### src/rtl/fetch_buffer.sv
// fetch_buffer: in-order instruction fetch queue between the fetch unit and decode.
// Each accepted memory request reserves a ring-buffer entry tagged with its PC.
// In-order responses fill entries, and decode drains the head over valid/ready.
// A flush discards all entries. Responses still owed to flushed requests are
// counted in a drop counter, so they are thrown away when they return.
//
// Handshake semantics (all three interfaces): a transfer happens on a rising
// clock edge where valid and ready are both high; valid never depends on the
// same-side ready; payload is only meaningful while valid is high.
module fetch_buffer #(
  parameter int DEPTH = 4,
  parameter int XLEN  = 32
) (
  input  logic                     clock,
  input  logic                     reset,
  input  logic [XLEN-1:0]          io_pc,
  input  logic                     io_flush,
  output logic                     io_imem_req_valid,
  input  logic                     io_imem_req_ready,
  output logic [XLEN-1:0]          io_imem_req_addr,
  input  logic                     io_imem_resp_valid,
  input  logic [XLEN-1:0]          io_imem_resp_data,
  output logic                     io_stall,
  output logic                     io_deq_valid,
  input  logic                     io_deq_ready,
  output logic [XLEN-1:0]          io_deq_inst,
  output logic [XLEN-1:0]          io_deq_pc,
  output logic [$clog2(DEPTH):0]   io_count
);

  localparam int IW = $clog2(DEPTH);
  localparam int PW = IW + 1;
  // Occupancy plus drop can reach DEPTH, so compare in one extra bit.
  localparam logic [PW:0] DEPTH_W = (PW+1)'(DEPTH);

  typedef logic [PW-1:0] ptr_t;
  typedef logic [IW-1:0] idx_t;

  // Pointers carry an extra wrap bit; entries are indexed by the low bits.
  ptr_t alloc_q, alloc_d;
  ptr_t fill_q,  fill_d;
  ptr_t head_q,  head_d;
  ptr_t drop_q,  drop_d;
  logic [DEPTH-1:0] filled_q, filled_d;

  // Entry payload; written only when an entry is allocated or filled.
  logic [XLEN-1:0] pc_q   [DEPTH];
  logic [XLEN-1:0] inst_q [DEPTH];

  idx_t        alloc_idx, fill_idx, head_idx;
  ptr_t        used_entries;
  ptr_t        outstanding;
  logic [PW:0] used_total;
  logic        has_free;
  logic        issue;
  logic        resp_drop;
  logic        resp_fill;
  logic        deq_fire;

  assign alloc_idx = alloc_q[IW-1:0];
  assign fill_idx  = fill_q[IW-1:0];
  assign head_idx  = head_q[IW-1:0];

  // Allocated entries and requests not yet answered.
  assign used_entries = alloc_q - head_q;
  assign outstanding  = alloc_q - fill_q;

  // Slots owed to flushed responses are unavailable until those responses drain.
  assign used_total = {1'b0, used_entries} + {1'b0, drop_q};
  assign has_free   = (used_total < DEPTH_W);

  // No request on a flush cycle: io_pc is still the stale pre-redirect PC.
  assign io_imem_req_valid = has_free && !io_flush;
  assign io_imem_req_addr  = io_pc;
  assign issue             = io_imem_req_valid && io_imem_req_ready;

  // The PC advances exactly once per accepted request, or is redirected on flush.
  assign io_stall = !io_flush && !issue;

  // Responses are classified: owed to a flushed request, filling, or spurious.
  assign resp_drop = io_imem_resp_valid && (drop_q != '0);
  assign resp_fill = io_imem_resp_valid && (drop_q == '0) && (fill_q != alloc_q);

  // Head presented to decode with zero latency from the entry storage.
  assign io_deq_valid = filled_q[head_idx] && (head_q != alloc_q) && !io_flush;
  assign io_deq_inst  = inst_q[head_idx];
  assign io_deq_pc    = pc_q[head_idx];
  assign deq_fire     = io_deq_valid && io_deq_ready;

  assign io_count = used_entries;

  // Next-state for pointers, filled bits and the drop counter.
  always_comb begin
    alloc_d  = alloc_q;
    fill_d   = fill_q;
    head_d   = head_q;
    drop_d   = drop_q;
    filled_d = filled_q;
    if (io_flush) begin
      // Every request not yet answered becomes owed. A response arriving this
      // cycle answers one of them, whether it would have filled or been dropped.
      alloc_d  = '0;
      fill_d   = '0;
      head_d   = '0;
      filled_d = '0;
      drop_d   = drop_q + outstanding - PW'(resp_fill) - PW'(resp_drop);
    end else begin
      // Allocate, fill and dequeue touch three different slots when they coincide.
      if (issue) begin
        alloc_d             = alloc_q + 1'b1;
        filled_d[alloc_idx] = 1'b0;
      end
      if (resp_drop) begin
        drop_d = drop_q - 1'b1;
      end
      if (resp_fill) begin
        fill_d             = fill_q + 1'b1;
        filled_d[fill_idx] = 1'b1;
      end
      if (deq_fire) begin
        head_d             = head_q + 1'b1;
        filled_d[head_idx] = 1'b0;
      end
    end
  end

  // Control state register with synchronous reset.
  always_ff @(posedge clock) begin
    if (reset) begin
      alloc_q  <= '0;
      fill_q   <= '0;
      head_q   <= '0;
      drop_q   <= '0;
      filled_q <= '0;
    end else begin
      alloc_q  <= alloc_d;
      fill_q   <= fill_d;
      head_q   <= head_d;
      drop_q   <= drop_d;
      filled_q <= filled_d;
    end
  end

  // Entry payload: PC captured at issue, instruction captured at fill.
  always_ff @(posedge clock) begin
    if (!reset && !io_flush) begin
      if (issue) begin
        pc_q[alloc_idx] <= io_pc;
      end
      if (resp_fill) begin
        inst_q[fill_idx] <= io_imem_resp_data;
      end
    end
  end

endmodule

### config.mk
export PLATFORM = sky130hd
export DESIGN_NAME = fetch_buffer
export DESIGN_NICKNAME = d
export VERILOG_FILES = /design/src/rtl/fetch_buffer.sv
export SDC_FILE = /design/constraint.sdc
export NUM_CORES = 1
export LEC_CHECK = 0
export ABC_AREA = 1
export BUFFER_PORTS_ARGS = -buffer_cell sky130_fd_sc_hd__buf_2
export CAP_MARGIN = 30
export CORE_MARGIN = 2
export CORE_UTILIZATION = 55
export DETAILED_ROUTE_END_ITERATION = 16
export PLACE_DENSITY_LB_ADDON = 0.1
export SLEW_MARGIN = 30
export SYNTH_ARGS = -nofsm -noshare
export SYNTH_HDL_FRONTEND = slang
export SYNTH_SLANG_ARGS = --single-unit
export TNS_END_PERCENT = 100
### constraint.sdc
create_clock -name clock -period 4.4 [get_ports clock]
set_input_delay 0.66 -clock clock [delete_from_list [all_inputs] [get_ports clock]]
set_output_delay 0.66 -clock clock [all_outputs]
set_load 0.01 [all_outputs]
; Word level (Yosys, flattened, before mapping)
; Memories as Yosys holds them, arrays and structs flattened. A register that Yosys moved wholly into a read port is not among the register bits.
; Index checks and enable logic that the tools add are counted.
[totals]
register_bits = 16
latchBits = 0
mem_bits_rw = 256
romBits = 0
input_bits = 70
output_inout_bits = 102
word_cells = 76
n_memories = 2
[memory_table]
columns = memory, depth, word_bits, rd, rd_ports_with_merged_regs, write_ports, line_no
row1 = inst_q, 4, 32, 1, 1, 1, 48  ; logic [XLEN-1:0] inst_q [DEPTH];
row2 = pc_q, 4, 32, 1, 1, 1, 47  ; logic [XLEN-1:0] pc_q [DEPTH];
[classes]
add_sub_neg = 10
n_mul = 0
n_div = 0
magnitude_cmp = 7
n_eq_ne = 2
shift = 0
n_mux = 25
bitwise = 5
reduce_logical = 20
[op_table]
columns = operator, count
row1 = 4-bit 2-to-1 mux, 5
row2 = 1-bit logical AND, 13
row3 = 1-bit 2-to-1 mux, 10
row4 = 3-bit by 1-bit adder with 3-bit output (second input constant), 3
row5 = 2-bit by 3-bit less-than comparator with 1-bit output (second input constant), 3
row6 = 4-bit bitwise AND, 2
row7 = 2-bit 2-to-1 mux, 4
row8 = 4-bit inverter, 2
row9 = 1-bit demux with 2-bit select, 3
row10 = 2-bit by 1-bit >= comparator with 1-bit output (second input constant), 3
row11 = 3-bit 2-to-1 mux, 2
row12 = 3-bit inequality test, 2
row13 = 3-bit by 1-bit subtractor with 3-bit output, 2
row14 = 3-bit subtractor, 2
row15 = 3-bit by 3-bit adder with 4-bit output, 1
row16 = 4-bit by 3-bit less-than comparator with 1-bit output (second input constant), 1
row17 = 4-bit OR, 1
row18 = 3-bit adder, 1
row19 = 1-bit logical NOT, 3
row20 = 3-bit logical NOT, 1
row21 = 3-bit nonzero test, 1
row22 = 3-bit by 1-bit subtractor with 3-bit output (second input constant), 1
row23 = 1-bit binary-select mux with 2-bit select, 1
row24 = 2-bit nonzero test, 1
row25 = 2-bit OR reduction, 1

; Longest topological paths before layout
; Gate-level depths: netlist of the first run.
[depth]
depth_word = 13
depth_mapped = 21
ltp_nobuf = 21

; Least setup slack after synthesis of the first run
; OpenSTA, ideal clock, no wires.
[synth_path]
path_kind = register to register
from = register alloc_q[0]
to = memory pc_q[3][0], enable pin
setup_ps = 422
arrival_time_ps = 3548
required_time_ps = 3978
slack_ps = 431
stages_incl_launch_ff = 12
path_buffers = 0
synth_period_minus_slack_ps = 3969
path_cell_list = dfxtp_1 inv_1 ha_1 inv_1 fa_1 xor2_1 ha_1 nor3_4 nand3_4 nor2_4 inv_2 nor2_1
[synth_between]
elab_chain_len = 8
[synth_lines]
columns = element, line_no
row1 = from (decl), 40  ; ptr_t alloc_q, alloc_d;
row2 = from (signal assigned), 136  ; alloc_q <= alloc_d;
row3 = 3-bit subtractor, 65  ; assign used_entries = alloc_q - head_q;
row4 = named net io_count[2], 28  ; output logic [$clog2(DEPTH):0] io_count
row5 = 3-bit by 3-bit adder with 4-bit output, 69  ; assign used_total = {1'b0, used_entries} + {1'b0, drop_q};
row6 = 4-bit by 3-bit less-than comparator with 1-bit output, 70  ; assign has_free = (used_total < DEPTH_W);
row7 = 1-bit logical AND, 73  ; assign io_imem_req_valid = has_free && !io_flush;
row8 = 1-bit logical AND, 75  ; assign issue = io_imem_req_valid && io_imem_req_ready;
row9 = 1-bit 2-to-1 mux, 147  ; if (issue) begin
row10 = 1-bit 2-to-1 mux, 146  ; if (!reset && !io_flush) begin
row11 = 1-bit 2-to-1 mux (not written as such), 148  ; pc_q[alloc_idx] <= io_pc;
row12 = to (decl), 47
; The timed path passes the listed nets, and every way through them passes these cells.

; Final worst setup path of the first run
[layout_path]
from = register drop_q[0]
to = register drop_q[2]
[layout_between]
elab_chain_len = 6
elab_cells_between_ends = 12
cone_classes = 4 x add/sub / 2 x mux / 6 x reduce/logical
[layout_lines]
columns = element, line_no
row1 = from (decl), 43  ; ptr_t drop_q, drop_d;
row2 = from (signal assigned), 139  ; drop_q <= drop_d;
row3 = branches (longest 6 deep; another with 3-bit adder), n/a
; Parallel ways; which one is timed is not known. The select of a mux whose other input is x is not followed.
; A chain may end at the register's enable or synchronous reset.

==> results of run 1 <==
==> metrics by stage <==
stage,setup WS (ns),util [%]
5_1_grt,0.403,64.9
3_3_place_gp,0.678,60.1
6_report,0.774,64.9
3_5_place_dp,0.601,60.1
4_1_cts,0.751,64.9
2_1_floorplan,0.431,-
==> power by group through the flow <==
stage	registers, mW	logic (mW)	clock network [mW]
floorplan	2.94	0.185	0
global placement	2.94	0.279	0
detailed placement	2.94	0.288	0
CTS	2.88	0.290	2.48
global route	2.88	0.328	2.59
finish	2.88	0.286	2.45
==> cells in the mapped netlist, drive strengths merged (5+ instances only) <==
cell,number
clkbuf,25
edfxtp,256
nor2,155
nand2,42
nand3,11
fa,5
inv,39
xnor2,6
dfxtp,18
o22ai,64
o21ai,137
ha,21
a21oi,9
buf,49
==> layer usage <==
layer | vias to the layer above | share of wire (%) | track usage (%) | wire length (um)
li1 | 3324 | - | - | -
met4 | 0 | 1.9 | 4.95 | 425
met3 | 33 | 6.2 | 3.88 | 1380
met5 | - | 0 | 0 | 0
met2 | 207 | 49 | 35.1 | 10800
met1 | 3263 | 43 | 28.1 | 9590
==> worst max-delay path: cells and delay by family (launching register included) <==
family                   cells  cell delay (ns)
AO/OA/AOI/OAI                1             0.11
XOR/XNOR                     1             0.18
adder cells (fa/ha/maj)      6             1.97
buffers and inverters        4             0.32
flip-flops                   1             0.31
AND/OR/NAND/NOR              7             0.66
==> cell usage in the layout (no fill, tap or decap), types with 2 or more instances in the layout <==
master      count
xnor2_1         6
buf_4          13
buf_2         171
nand4_1         3
o21ai_1        32
clkinvlp_4      2
nand3_1         9
nand2_2         3
bufinv_16       5
inv_2           6
inv_1          32
o21ai_0       104
a21oi_1         9
dfxtp_1        16
clkbuf_1        8
ha_1           21
clkinv_1        4
edfxtp_1      256
o22ai_1        64
nor2_4          6
nor2_2          3
clkbuf_16      29
fa_1            5
nand2_1        37
nand2_4         2
clkinv_2        4
nor2_1        146
xor2_1          3
==> worst max-delay path by stage <==
stage | from | to
floorplan | alloc_q[0]$_SDFFE_PP0N_ | pc_q[3][0]$_DFFE_PP_
finish | drop_q[0]$_SDFFE_PP0P_ | drop_q[2]$_SDFFE_PP0P_
detailed placement | io_imem_resp_valid | drop_q[2]$_SDFFE_PP0P_
global route | drop_q[0]$_SDFFE_PP0P_ | drop_q[2]$_SDFFE_PP0P_
global placement | io_imem_resp_valid | drop_q[2]$_SDFFE_PP0P_
CTS | drop_q[0]$_SDFFE_PP0P_ | drop_q[2]$_SDFFE_PP0P_
==> registers in the layout, summed over array words and instances, names as in the netlist, named ones only <==
name and count:
inst_q 128, pc_q 128, filled_q 4, alloc_q 3
drop_q 3, fill_q 3, head_q 3
==> logic make-up after synthesis <==
group	count (synthesis)	synth area share (%)
buffers and inverters	115	5.23
AND/OR/NAND/NOR	215	8.17
AO/OA/AOI/OAI	211	10.3
XOR/XNOR	9	0.709
adder cells (fa/ha/maj)	26	3.26
flip-flops	274	72.4
==> cell type report <==
type                       count  area [um^2]  area share, %
inverter                      41          161           1.24
sequential                   274         8050           61.9
tap                          270          338           2.60
antenna                        1         2.50         0.0192
clock buffer                  37          756           5.81
timing repair buffer         185          965           7.42
multi-input combinational    461         2530           19.4
clock inverter                15          205           1.58
==> flow_summary_export.csv, run 1 <==
group,metric,value,unit
power,p_per_area,432,nW/um^2
synth,ys_warn_count,0,
power,power.switching,1.13,mW
sta,fin_crit,3.63,ns
sta,fmax,276,MHz
synth,synth_edf_count,256,
final_layout,area_growth,17.0,%
clock_network,cts.clk_slew.worst_paths,0.06,ns
sta,finClkSkew,0.0136,ns
power,total_leakage_power,4.80,nW
global_routing,grt_first_pass_wirelength,35000,um
min_path,hp-start,"reset",
die,io_pins,172,
min_path,hold_depth,2,
synth,synth.top_cell.area_share,69.1,%
placement,place_inst,1231,
clock_network,cts_tree,"built",
synth,synthCells,850,
power,p_int,4.48,mW
drt,vias_per_cell,5.32,
die,dieArea,21400,um^2
die,dieWidth,146,um
critical_path,crit_chain,"inv_1 > ha_1 > inv_1 > nor3_1 > nand2_2 > inv_1 > ha_1 > fa_1 > fa_1 > inv_1 > ha_1 > fa_1 > xnor2_1 > nand2_1 > nand2_1 > nand2_1 > nand3_1 > nand2_1 > a21oi_1",
synth,ys_seq_area_share,72.4,%
critical_path,reg2reg_depth,19,
clock_network,postCtsHoldBufs,0,
sta,whs,0.342,ns
synth,ys_seq_elements,274,
critical_path,end_kind,"register",
final_layout,final-instance-count-excl-fill,1284,
drt,wirelength,22200,um
critical_path,worst_path_max_delay_cell,"fa_1",
clock_network,cts_buffers,28,
critical_path,cp.arrival,4.09,ns
min_path,holdPathEnd,"drop_q[2]$_SDFFE_PP0P_",
clock_network,cts_resized,0,
die,std_cell_rows,52,
drt,via_count,6827,
critical_path,r2r_start,"drop_q[0]$_SDFFE_PP0P_",
synth,yosys-top-cells-area,"edfxtp_1 69%, nor2_1 5.1%, o21ai_0 4.7%, o22ai_1 3.6%, dfxtp_1 3.2%",
synth,ys.flop_type,"edfxtp_1",
placement,dp_hpwl,12800,um
power,pwr-share-clk,43.6,%
power,seqPwrFrac,51.4,%
final_layout,layout-drive-gt1-share,25.2,%
critical_path,max_stage_delay,0.48,ns
power,vdd_drop_max,0.351,mV
synth,ys_types,33,
drt,firstDrtPassIters,4,
sta,tightest_slew,0.751,ns
critical_path,worstPathRequired,4.87,ns
drt,drc,0,
global_routing,overflow,0,
critical_path,path_class,"register to register",
critical_path,reg2reg_to,"drop_q[2]$_SDFFE_PP0P_",
global_routing,antenna_found_initial,0,
die,start_util,55.5,%
placement,placed_area,12000,um^2
placement,io_buffers,171,
flow_run,cap_violations,0,
die,die_h,146,um
drt,wl_per_cell,17.3,um
clock_network,clock_latency,0.53,ns
sta,slew_viol_final,0,
sta,finalHoldViolations,0,
power,comb_power_share,5.1,%
critical_path,cp_max_fo,9,
global_routing,grt_usage,20.7,%
synth,synth_area,11100,um^2
power,finalPower,5.61,mW
sta,setup_tns,0,ns
sta,period_share,82.4,%
synth,async_flop_share,0,%
min_path,hold_path_class,"input pin to register",
drt,detail-route-antenna-nets,0,
synth,syn-num-nets,946,
final_layout,fin_nets,1087,
clock_network,cts-root-buf,"clkbuf_16",
sta,rsz0062_at_grt,"no",
synth,yosys.area.top_type,"edfxtp_1",
critical_path,setup.worst_path.start_class,"register",
clock_network,cts_max_level,1,
synth,synth_area_per_cell,13.1,um^2
global_routing,grt_pass1_vias,6657,
clock_network,cts_sinks,274,
drt,drt_iter0_markers,406,
sta,setup_viol,0,
sta,timing.slew.headroom,49.8,%
final_layout,final_cell_area,13000,um^2
critical_path,r2r_slack,0.77,ns
status,outcome,"complete, no violations",
global_routing,grt_max_degree,103,
clock_network,post_cts_buffers,0,
placement,gp_congestion,0.778,
die,core,20000,um^2
clock_network,cts_buffer_depth,3,
final_layout,fillers,1554,
power,swShare,20.1,%
Note: power is estimated with default switching activity, not from simulation.
==> inputs of run 2 (changes only) <==
ABC_AREA = 0   (was 1)
CORE_UTILIZATION = 51   (was 55)
clock period = 2.96 ns   (was 4.4 ns; I/O delays follow)
==> run 2 against run 1 <==
  * The flow now finishes with violations (setup timing)
  * Cell area increased by 5.3%
  * Critical path depth decreased by 5
  * Count of clock-buffer cells in the layout fell by 6
  * Register-to-register slack got worse by 1.4 ns
  * Power increased by 47%
  * Clock skew is 0.0039 ns lower
  * Via count fell by 19%
  * Worst setup slack got worse by 1.4 ns
  * Combinational power grew 130%
  * Clock power up 36%
  * Global-route usage shrank 1.9 points
  * Critical path type unchanged
  * Critical endpoint unchanged
  * Largest power group unchanged
  * Highest routed layer is now met5
==> flow_summary_export.csv, run 2 <==
group,metric,value,unit
critical_path,path_delay_family,"adder cells",
global_routing,overflow,0,
synth,synth_area_per_cell,21.1,um^2
clock_network,cts_buffers,28,
final_layout,fillers,1495,
synth,ys_types,39,
clock_network,cts_sinks,274,
synth,synth_area,10800,um^2
global_routing,grt_first_pass_wirelength,32100,um
die,core,21000,um^2
power,swShare,20.8,%
clock_network,cts_buffer_depth,3,
power,p_per_area,603,nW/um^2
placement,dp_hpwl,13500,um
placement,place_inst,958,
drt,wirelength,20900,um
critical_path,r2r_slack,-0.64,ns
power,vdd_drop_max,0.437,mV
final_layout,mostFrequentLayoutCells,"256 x edfxtp_1, 169 x buf_2, 65 x mux4_2",
critical_path,reg2reg_to,"drop_q[2]$_SDFFE_PP0P_",
critical_path,r2r_start,"drop_q[1]$_SDFFE_PP0P_",
global_routing,grt_usage,18.8,%
clock_network,cts_max_level,1,
drt,vias_per_cell,5.34,
critical_path,crit_chain,"inv_2 > ha_4 > nand2b_4 > a311oi_4 > ha_1 > fa_1 > fa_1 > inv_2 > ha_4 > fa_2 > xor2_2 > xnor2_2 > mux2i_1 > o311ai_2",
global_routing,antenna_found_initial,1,
die,dieWidth,150,um
power,total_leakage_power,4.87,nW
final_layout,layout-drive-gt1-share,52.2,%
critical_path,endpoint,"drop_q[2]$_SDFFE_PP0P_",
sta,fmax,277,MHz
sta,whs,0.132,ns
sta,worst_slack,-0.644,ns
drt,via_count,5502,
status,violations,"setup timing",
sta,setup_viol,4,
final_layout,seq_area,8060,um^2
critical_path,cp_max_fo,3,
critical_path,path_class,"register to register",
synth,yosys.area.top_type,"edfxtp_1",
clock_network,cts.clk_slew.worst_paths,0.06,ns
critical_path,max_stage_delay,0.51,ns
final_layout,top_regs,"inst_q x128, pc_q x128, filled_q x4",
synth,ys_seq_elements,274,
sta,setup_tns,-0.924,ns
drt,drt_iter0_markers,263,
global_routing,grt_max_degree,34,
synth,yosys-top-cells-area,"edfxtp_1 71%, mux4_2 13%, dfxtp_1 3.3%, ha_1 2.4%, buf_4 2.2%",
power,p_int,6.55,mW
global_routing,grt_pass1_vias,5890,
synth,ys_seq_area_share,74.2,%
synth,synth.top_cells.by_count,"256 x edfxtp_1, 65 x mux4_2, 32 x buf_4, 21 x ha_1, 18 x dfxtp_1",
sta,timing.slew.headroom,65.0,%
synth,synthCells,515,
synth,synth_edf_count,256,
critical_path,worstPathRequired,3.35,ns
drt,wl_met1,8830,um
synth,ys.flop_type,"edfxtp_1",
drt,detail-route-antenna-nets,0,
power,finalPower,8.27,mW
sta,fin_crit,3.60,ns
final_layout,post-route-util,65.4,%
clock_network,clock_latency,0.52,ns
critical_path,worstSetupStartpoint,"drop_q[1]$_SDFFE_PP0P_",
sta,rsz0062_at_grt,"yes",
drt,routed.top_layer,"met5",
power,power.switching,1.72,mW
power,comb_power_share,8.0,%
critical_path,path_depth,14,
drt,met2_length,10600,um
sta,finalHoldViolations,0,
synth,async_flop_share,0,%
clock_network,cts_tree,"built",
synth,synth.most_common_cell,"edfxtp_1",
critical_path,cp.arrival,4.00,ns
critical_path,reg2reg_depth,14,
placement,gp_congestion,0.835,
final_layout,final-instance-count-excl-fill,1031,
die,start_util,51.8,%
synth,synth.top_cell.area_share,70.9,%
die,io_pins,172,
final_layout,area_growth,26.3,%
critical_path,worst_path_max_delay_cell,"fa_1",
critical_path,critPathBufInv,2,
min_path,hold_path_class,"input pin to register",
final_layout,layout_commonest_cell,"edfxtp_1",
drt,met3WireLength,1160,um
power,pwr-share-clk,40.2,%
sta,finClkSkew,0.00969,ns
die,dieArea,22400,um^2
final_layout,diodes,0,
clock_network,cts-root-buf,"clkbuf_16",
drt,wl_per_cell,20.2,um
sta,slew_viol_final,0,
die,die_h,150,um
sta,tightest_slew,0.512,ns
die,std_cell_rows,53,
flow_run,cap_violations,0,
drt,firstDrtPassIters,4,
synth,syn-num-nets,611,
critical_path,setup.worst_path.start_class,"register",
critical_path,end_kind,"register",
placement,io_buffers,171,
power,seqPwrFrac,51.8,%
drt,drc,0,
status,outcome,"finished with violations",
final_layout,multi_input_area,2580,um^2
final_layout,fin_nets,831,
synth,ys_warn_count,0,
sta,period_share,122,%
run 2: changes by cell type after synthesis, moves of 28 or more:
cell     before  now
o21ai_0     104    0
o22ai_1      64    0
nand2_1      37    9
mux4_2        0   65
nor2_1      150   13
o21ai_1      32    0
run 2: repair_timing:
item | CTS | global route
buffers inserted | 14 | 5
resized for setup | 19 | 19
hold buffers | 0 | 0
pin swaps | 14 | 14
endpoints found under the setup margin | 56 | 133
gates cloned | 4 | 1
run 2: power by group through the flow:
stage	clock (mW)	sequential [mW]	combinational, mW
after global placement	0	4.36	0.549
final	3.32	4.29	0.663
after CTS	3.40	4.28	0.605
after global routing	3.56	4.29	0.726
after detailed placement	0	4.37	0.572
after floorplan	0	4.37	0.311
run 2: how the worst min path moves through the flow:
stage	startpoint	end	cells after the start
3_5_place_dp	filled_q[3]$_SDFF_PP0_	filled_q[3]$_SDFF_PP0_	2
4_1_cts	io_imem_resp_data[9]	inst_q[2][9]$_DFFE_PP_	1
5_1_grt	io_imem_resp_data[13]	inst_q[1][13]$_DFFE_PP_	1
2_1_floorplan	filled_q[3]$_SDFF_PP0_	filled_q[3]$_SDFF_PP0_	2
3_3_place_gp	filled_q[3]$_SDFF_PP0_	filled_q[3]$_SDFF_PP0_	2
6_report	io_imem_resp_data[9]	inst_q[3][9]$_DFFE_PP_	1
run 2: layer usage:
layer | vias up | track usage [%]
li1 | 2495 | -
met1 | 2810 | 26.1
met2 | 165 | 31.7
met3 | 30 | 3.05
met4 | 2 | 4.34
met5 | - | 0
run 2: worst reg2reg max path: cells and delay by family, from the launching register on:
kind	cells	cell delay, ns
fa+ha+maj	6	1.99
xor+xnor	2	0.41
compound gates	2	0.34
flops	1	0.33
mux	1	0.25
buf+inv	2	0.12
simple gates	1	0.07
run 2: area by class of cell:
| cell class | instances | share of cell area [%] |
|---|---|---|
| inverters | 16 | 0.457 |
| well taps | 275 | 2.51 |
| clock buffers | 31 | 5.35 |
| multi-input cells | 173 | 18.9 |
| flip-flops and latches | 274 | 58.8 |
| repair buffers | 242 | 12.9 |
| clock inverters | 20 | 1.09 |
run 2: through the flow:
step / setup WS [ns] / cell area [um^2]
after floorplan: -0.653 / 10900
after global placement: -0.647 / 12300
after detailed placement: -0.701 / 12300
final: -0.644 / 13700
after global routing: -0.753 / 13700
after CTS: -0.620 / 13500
run 2: kinds of logic (layout without fill, tap and decap cells):
family	count (synthesis)	after routing	share of synthesized area, %
AO/OA/AOI/OAI	20	20	1.83
XOR/XNOR	13	13	1.05
adder cells (fa/ha/maj)	26	26	3.35
buffers and inverters	68	309	3.56
flip-flops	274	274	74.2
multiplexers	70	70	14.0
AND/OR/NAND/NOR	44	44	2.04
